`config.mk`:
```
export PLATFORM = sky130hd
export DESIGN_NAME = wb_ctrl
export DESIGN_NICKNAME = d
export VERILOG_FILES = /design/src/rtl/wb_ctrl.sv
export SDC_FILE = /design/constraint.sdc
export NUM_CORES = 1
export LEC_CHECK = 0
export ABC_AREA = 1
export BUFFER_PORTS_ARGS = -buffer_cell sky130_fd_sc_hd__buf_4
export CORE_MARGIN = 2
export CORE_UTILIZATION = 43
export CTS_BUF_LIST = sky130_fd_sc_hd__clkbuf_2 sky130_fd_sc_hd__clkbuf_4 sky130_fd_sc_hd__clkbuf_8
export CTS_CLUSTER_SIZE = 20
export DETAILED_ROUTE_END_ITERATION = 8
export PLACE_DENSITY = 0.71
export SLEW_MARGIN = 20
export SYNTH_ARGS = -nofsm -noshare
export SYNTH_HDL_FRONTEND = slang
export SYNTH_SLANG_ARGS = --single-unit
export TNS_END_PERCENT = 5
```
`constraint.sdc`:
```
create_clock -name clk -period 4.64 [get_ports clk]
set_input_delay 0.232 -clock clk [delete_from_list [all_inputs] [get_ports clk]]
set_output_delay 0.232 -clock clk [all_outputs]
set_load 0.02 [all_outputs]
```
`src/rtl/wb_ctrl.sv`:
```
// wb_ctrl: writeback controller that owns the regfile write port, merging ex and long-latency results.
// Optional build macro WB_LU_BYPASS_EN: a long result at an empty queue with no ex write goes straight to the port.
module wb_ctrl #(
  parameter int LQ_DEPTH = 2
) (
  input  logic        clk,
  input  logic        rst_n,
  input  logic        ex_we_i,
  input  logic [4:0]  ex_waddr_i,
  input  logic [31:0] ex_wdata_i,
  input  logic        lu_valid_i,
  input  logic [4:0]  lu_waddr_i,
  input  logic [31:0] lu_wdata_i,
  output logic        lu_ready_o,
  input  logic        issue_i,
  input  logic [4:0]  issue_waddr_i,
  output logic        reg_we_o,
  output logic [4:0]  reg_waddr_o,
  output logic [31:0] reg_wdata_o,
  output logic [31:0] busy_o
);
  localparam int PTR_W = $clog2(LQ_DEPTH);
  localparam int CNT_W = PTR_W + 1;
  localparam logic [CNT_W-1:0] DEPTH_C = CNT_W'(LQ_DEPTH);

  logic [4:0]       lq_addr_q [LQ_DEPTH];
  logic [31:0]      lq_data_q [LQ_DEPTH];
  logic [PTR_W-1:0] rd_ptr_q, rd_ptr_d;
  logic [PTR_W-1:0] wr_ptr_q, wr_ptr_d;
  logic [CNT_W-1:0] cnt_q, cnt_d;
  logic             we_q, we_d;
  logic [4:0]       waddr_q, waddr_d;
  logic [31:0]      wdata_q, wdata_d;
  logic [31:0]      busy_q, busy_d;

  logic       ex_req;
  logic       q_empty;
  logic       lu_keep;
  logic       bypass;
  logic       push;
  logic       pop;
  logic       lu_load;
  logic [4:0] lu_load_addr;

  // Handshake: a long result transfers on a cycle where lu_valid_i && lu_ready_o;
  // ready depends only on the registered count, never on valid.
  assign lu_ready_o = rst_n & (cnt_q < DEPTH_C);
  assign ex_req     = ex_we_i & (ex_waddr_i != 5'd0);
  assign q_empty    = (cnt_q == '0);
  assign lu_keep    = lu_valid_i & lu_ready_o & (lu_waddr_i != 5'd0);
  assign pop        = ~ex_req & ~q_empty;

`ifdef WB_LU_BYPASS_EN
  assign bypass = ~ex_req & q_empty & lu_keep;
`else
  assign bypass = 1'b0;
`endif

  assign push = lu_keep & ~bypass;

  always_comb begin
    we_d         = 1'b0;
    waddr_d      = waddr_q;
    wdata_d      = wdata_q;
    lu_load      = 1'b0;
    lu_load_addr = lq_addr_q[rd_ptr_q];
    if (ex_req) begin
      we_d    = 1'b1;
      waddr_d = ex_waddr_i;
      wdata_d = ex_wdata_i;
    end else if (pop) begin
      we_d    = 1'b1;
      waddr_d = lq_addr_q[rd_ptr_q];
      wdata_d = lq_data_q[rd_ptr_q];
      lu_load = 1'b1;
    end else if (bypass) begin
      we_d         = 1'b1;
      waddr_d      = lu_waddr_i;
      wdata_d      = lu_wdata_i;
      lu_load      = 1'b1;
      lu_load_addr = lu_waddr_i;
    end
  end

  always_comb begin
    rd_ptr_d = rd_ptr_q;
    wr_ptr_d = wr_ptr_q;
    cnt_d    = cnt_q;
    if (pop)  rd_ptr_d = rd_ptr_q + PTR_W'(1);
    if (push) wr_ptr_d = wr_ptr_q + PTR_W'(1);
    if (push && !pop)      cnt_d = cnt_q + CNT_W'(1);
    else if (pop && !push) cnt_d = cnt_q - CNT_W'(1);
  end

  // Clear first, then set, so a fresh issue for the same register stays pending.
  always_comb begin
    busy_d = busy_q;
    if (lu_load) busy_d[lu_load_addr] = 1'b0;
    if (issue_i) busy_d[issue_waddr_i] = 1'b1;
    busy_d[0] = 1'b0;
  end

  always_ff @(posedge clk or negedge rst_n) begin
    if (!rst_n) begin
      rd_ptr_q <= '0;
      wr_ptr_q <= '0;
      cnt_q    <= '0;
      we_q     <= 1'b0;
      waddr_q  <= 5'd0;
      wdata_q  <= 32'd0;
      busy_q   <= 32'd0;
    end else begin
      rd_ptr_q <= rd_ptr_d;
      wr_ptr_q <= wr_ptr_d;
      cnt_q    <= cnt_d;
      we_q     <= we_d;
      waddr_q  <= waddr_d;
      wdata_q  <= wdata_d;
      busy_q   <= busy_d;
    end
  end

  always_ff @(posedge clk) begin
    if (push) begin
      lq_addr_q[wr_ptr_q] <= lu_waddr_i;
      lq_data_q[wr_ptr_q] <= lu_wdata_i;
    end
  end

  assign reg_we_o    = we_q;
  assign reg_waddr_o = waddr_q;
  assign reg_wdata_o = wdata_q;
  assign busy_o      = busy_q;
endmodule
```
==> metrics.txt <==
Worst Hold Class=in2reg; Mapped Avg Cell Area=about 9.5 µm²; # H-tree levels=4; PortBufs=approximately 150; Worst path max stage delay=~580 ps; count of different cell masters after synthesis=29; Clock Skew=10.3 ps; cell mode on critical path=nand2_1; Sink Count=147; setup bufs post-CTS=0; ANT nets after route=0; CTS Buffer Depth=2; CTS tree=yes; clock-pin slew on the worst setup and hold paths=roughly 80 ps; Syn Std Cell Area=around 0.0063 mm²; # nets final=between 900 and 1000; Fillers=1235; Vias=5157; Tcrit/Tclk final=0.465; Fin Hold WS=between 20 and 30 ps; global-route wire length before repair=roughly 25 mm; fraction of registers with async set/reset=0.497; antenna diode count=0; area added between synthesis and finish=37.7%; RSZ-0062 raised after global routing=no; critical path startpoint category=input port; GP Congestion=~0.8; drt initial violations=286; worst-skew pair later-pin latency=roughly 450 ps; Overall Power=approximately 4.7 mW; slowest CP cell=a21oi_4; Synth warnings=0; status=completed; gr usage total=0.204; Max IR drop VDD=around 0.27 mV; CP Capture Type=flop; register bit total from synthesis=between 100 and 150; wire length per cell=approximately 14 µm; total placed cells including tap cells=roughly 980; pin count of the biggest net entering global routing=74; Fmax achieved=between 400 and 500 MHz; Synth Flop Type=edfxtp_1; Area contributors post-synth=edfxtp_1 (35%), dfrtp_1 (29%), nand2_1 (20%); Die X=between 100 and 150 µm; Fin Setup TNS=0 ps; Starting Density=0.438; DRT Wirelength=about 16 mm; Mapped Cells=between 600 and 700; leakage power=3.97 nW; Worst Tran Pin Value=~1100 ps; non-filler cells, final=about 1100; worst-path cell chain=dlygate4sd3_1 -> buf_4 -> nor2_1 -> nand3_2 -> a21oi_4 -> buf_4 -> nand2_1 -> nand2_1 -> nand2_1; Synth area leader=edfxtp_1; Final Hold Viols=0; sequential element share of the synthesized area=0.638; commonest non-fill, non-tap cell in the layout=nand2_1; Slew Viols, Final=0; initial antenna violation count=0; IO Pins=between 150 and 200; Root Buffer=clkbuf_8; share of cells above drive strength 1=0.243; cell area power density=approximately 540 mW/mm²; DRC=0; CP Class=in2reg; max cap viols=0; # setup viols final=0; Die ar.=0.0157 mm²; Post-synth EDFFs=74; DR vias/cell=approximately 4.7; Slew HR=0.270; global route overflow=0; commonest cells after routing, fill and taps aside=nand2_1 (331), buf_4 (156), edfxtp_1 (74); vias in the first global route=between 5000 and 6000; worst endpoint required time=~5000 ps; syn_nets=751; die height=~130 µm; placed wire-length estimate=between 9 and 10 mm; num rows=44; area share of the largest cell type after synthesis=0.350; worst-path fanout max=42; Num CTS Buffers=17; crit path DAT=between 2000 and 3000 ps; min cycle time layout=~2200 ps; core area=~0.014 mm²; drt pass-1 iters=5
[Yosys cell counts (2+ instances only)]
library cell / count
buf_2: 11
buf_4: 2
buf_6: 10
dfrtp_1: 73
edfxtp_1: 74
inv_1: 22
nand2_1: 331
nand2_2: 7
nand3_1: 44
nand3_2: 9
nor2_1: 38
nor3_1: 13
o21ai_0: 12
o21ai_2: 2
or2_2: 3
xor2_1: 2
[layout make-up]
| class | count | area, µm² | share of cell area |
|---|---|---|---|
| multi-input cells | 471 | 2030 | 0.233 |
| repair buffers | 228 | 1920 | 0.220 |
| clock buffers | 19 | 249 | 0.0285 |
| inverters | 24 | 97.6 | 0.0112 |
| clock inverters | 13 | 159 | 0.0182 |
| flip-flops and latches | 147 | 4050 | 0.463 |
| well taps | 184 | 230 | 0.0263 |
[per-layer routing]
layer,GRT usage,part of all wire,up-vias,wire (µm)
met5,0,0,-,0
met4,0.0575,0.0097,0,152
met3,0.0569,0.058,15,902
met2,0.348,0.50,152,7870
met1,0.255,0.43,2413,6710
li1,-,-,2577,-
[through the flow]
stage	util	setup slack, ps	instance area [µm²]
floorplan	-	1920	6340
global placement	0.524	2580	7580
detailed placement	0.524	2550	7580
CTS	0.600	2510	8690
global route	0.604	2360	8740
finish	0.604	2480	8740
[power breakdown]
group | leakage (nW) | switching, mW | internal [mW]
Combinational | 2.24 | 1.13 | 0.678
Sequential | 1.54 | 0.200 | 1.71
Clock | 0.193 | 0.477 | 0.541
[registers in the layout, indices dropped and copies added, names as in the netlist]
register / cells
reg_we_o: 1
busy_o: 31
rd_ptr_q: 1
reg_waddr_o: 5
wr_ptr_q: 1
reg_wdata_o: 32
cnt_q: 2
lq_addr_q: 10
lq_data_q: 64
[critical path: cells and delay by family]
kind	cells	cell delay (ps)
AOI/OAI and AO/OA	1	580
buffers and inverters	3	1160
and+or+nand+nor	5	500
[kinds of logic after synthesis]
kind of cell	count (synthesis)	share of synthesized area
XOR/XNOR	3	0.00414
AO/OA/AOI/OAI	16	0.0144
AND/OR/NAND/NOR	450	0.296
buffers and inverters	48	0.0448
adder cells (fa/ha/maj)	1	0.00197
flip-flops	147	0.638
other	1	0.000591
[worst paths after layout]
kind,slack (ps),start,endpoint,cells past startpoint
setup / recovery,2480,ex_waddr_i[1],busy_o[1],9
hold / removal,30,ex_wdata_i[19],reg_wdata_o[19],3
setup reg to reg,2680,cnt_q[0],busy_o[1],6
hold reg to reg,480,busy_o[19],busy_o[19],2
max in group asynchronous,3930,rst_n,reg_wdata_o[26],2
min in group asynchronous,90,rst_n,reg_wdata_o[6],2
[what timing repair did]
item,in CTS,in global routing
endpoints found under the hold margin,107,0
hold buffers,70,0
gates resized for setup,0,0
(Power assumes the default switching activity.)
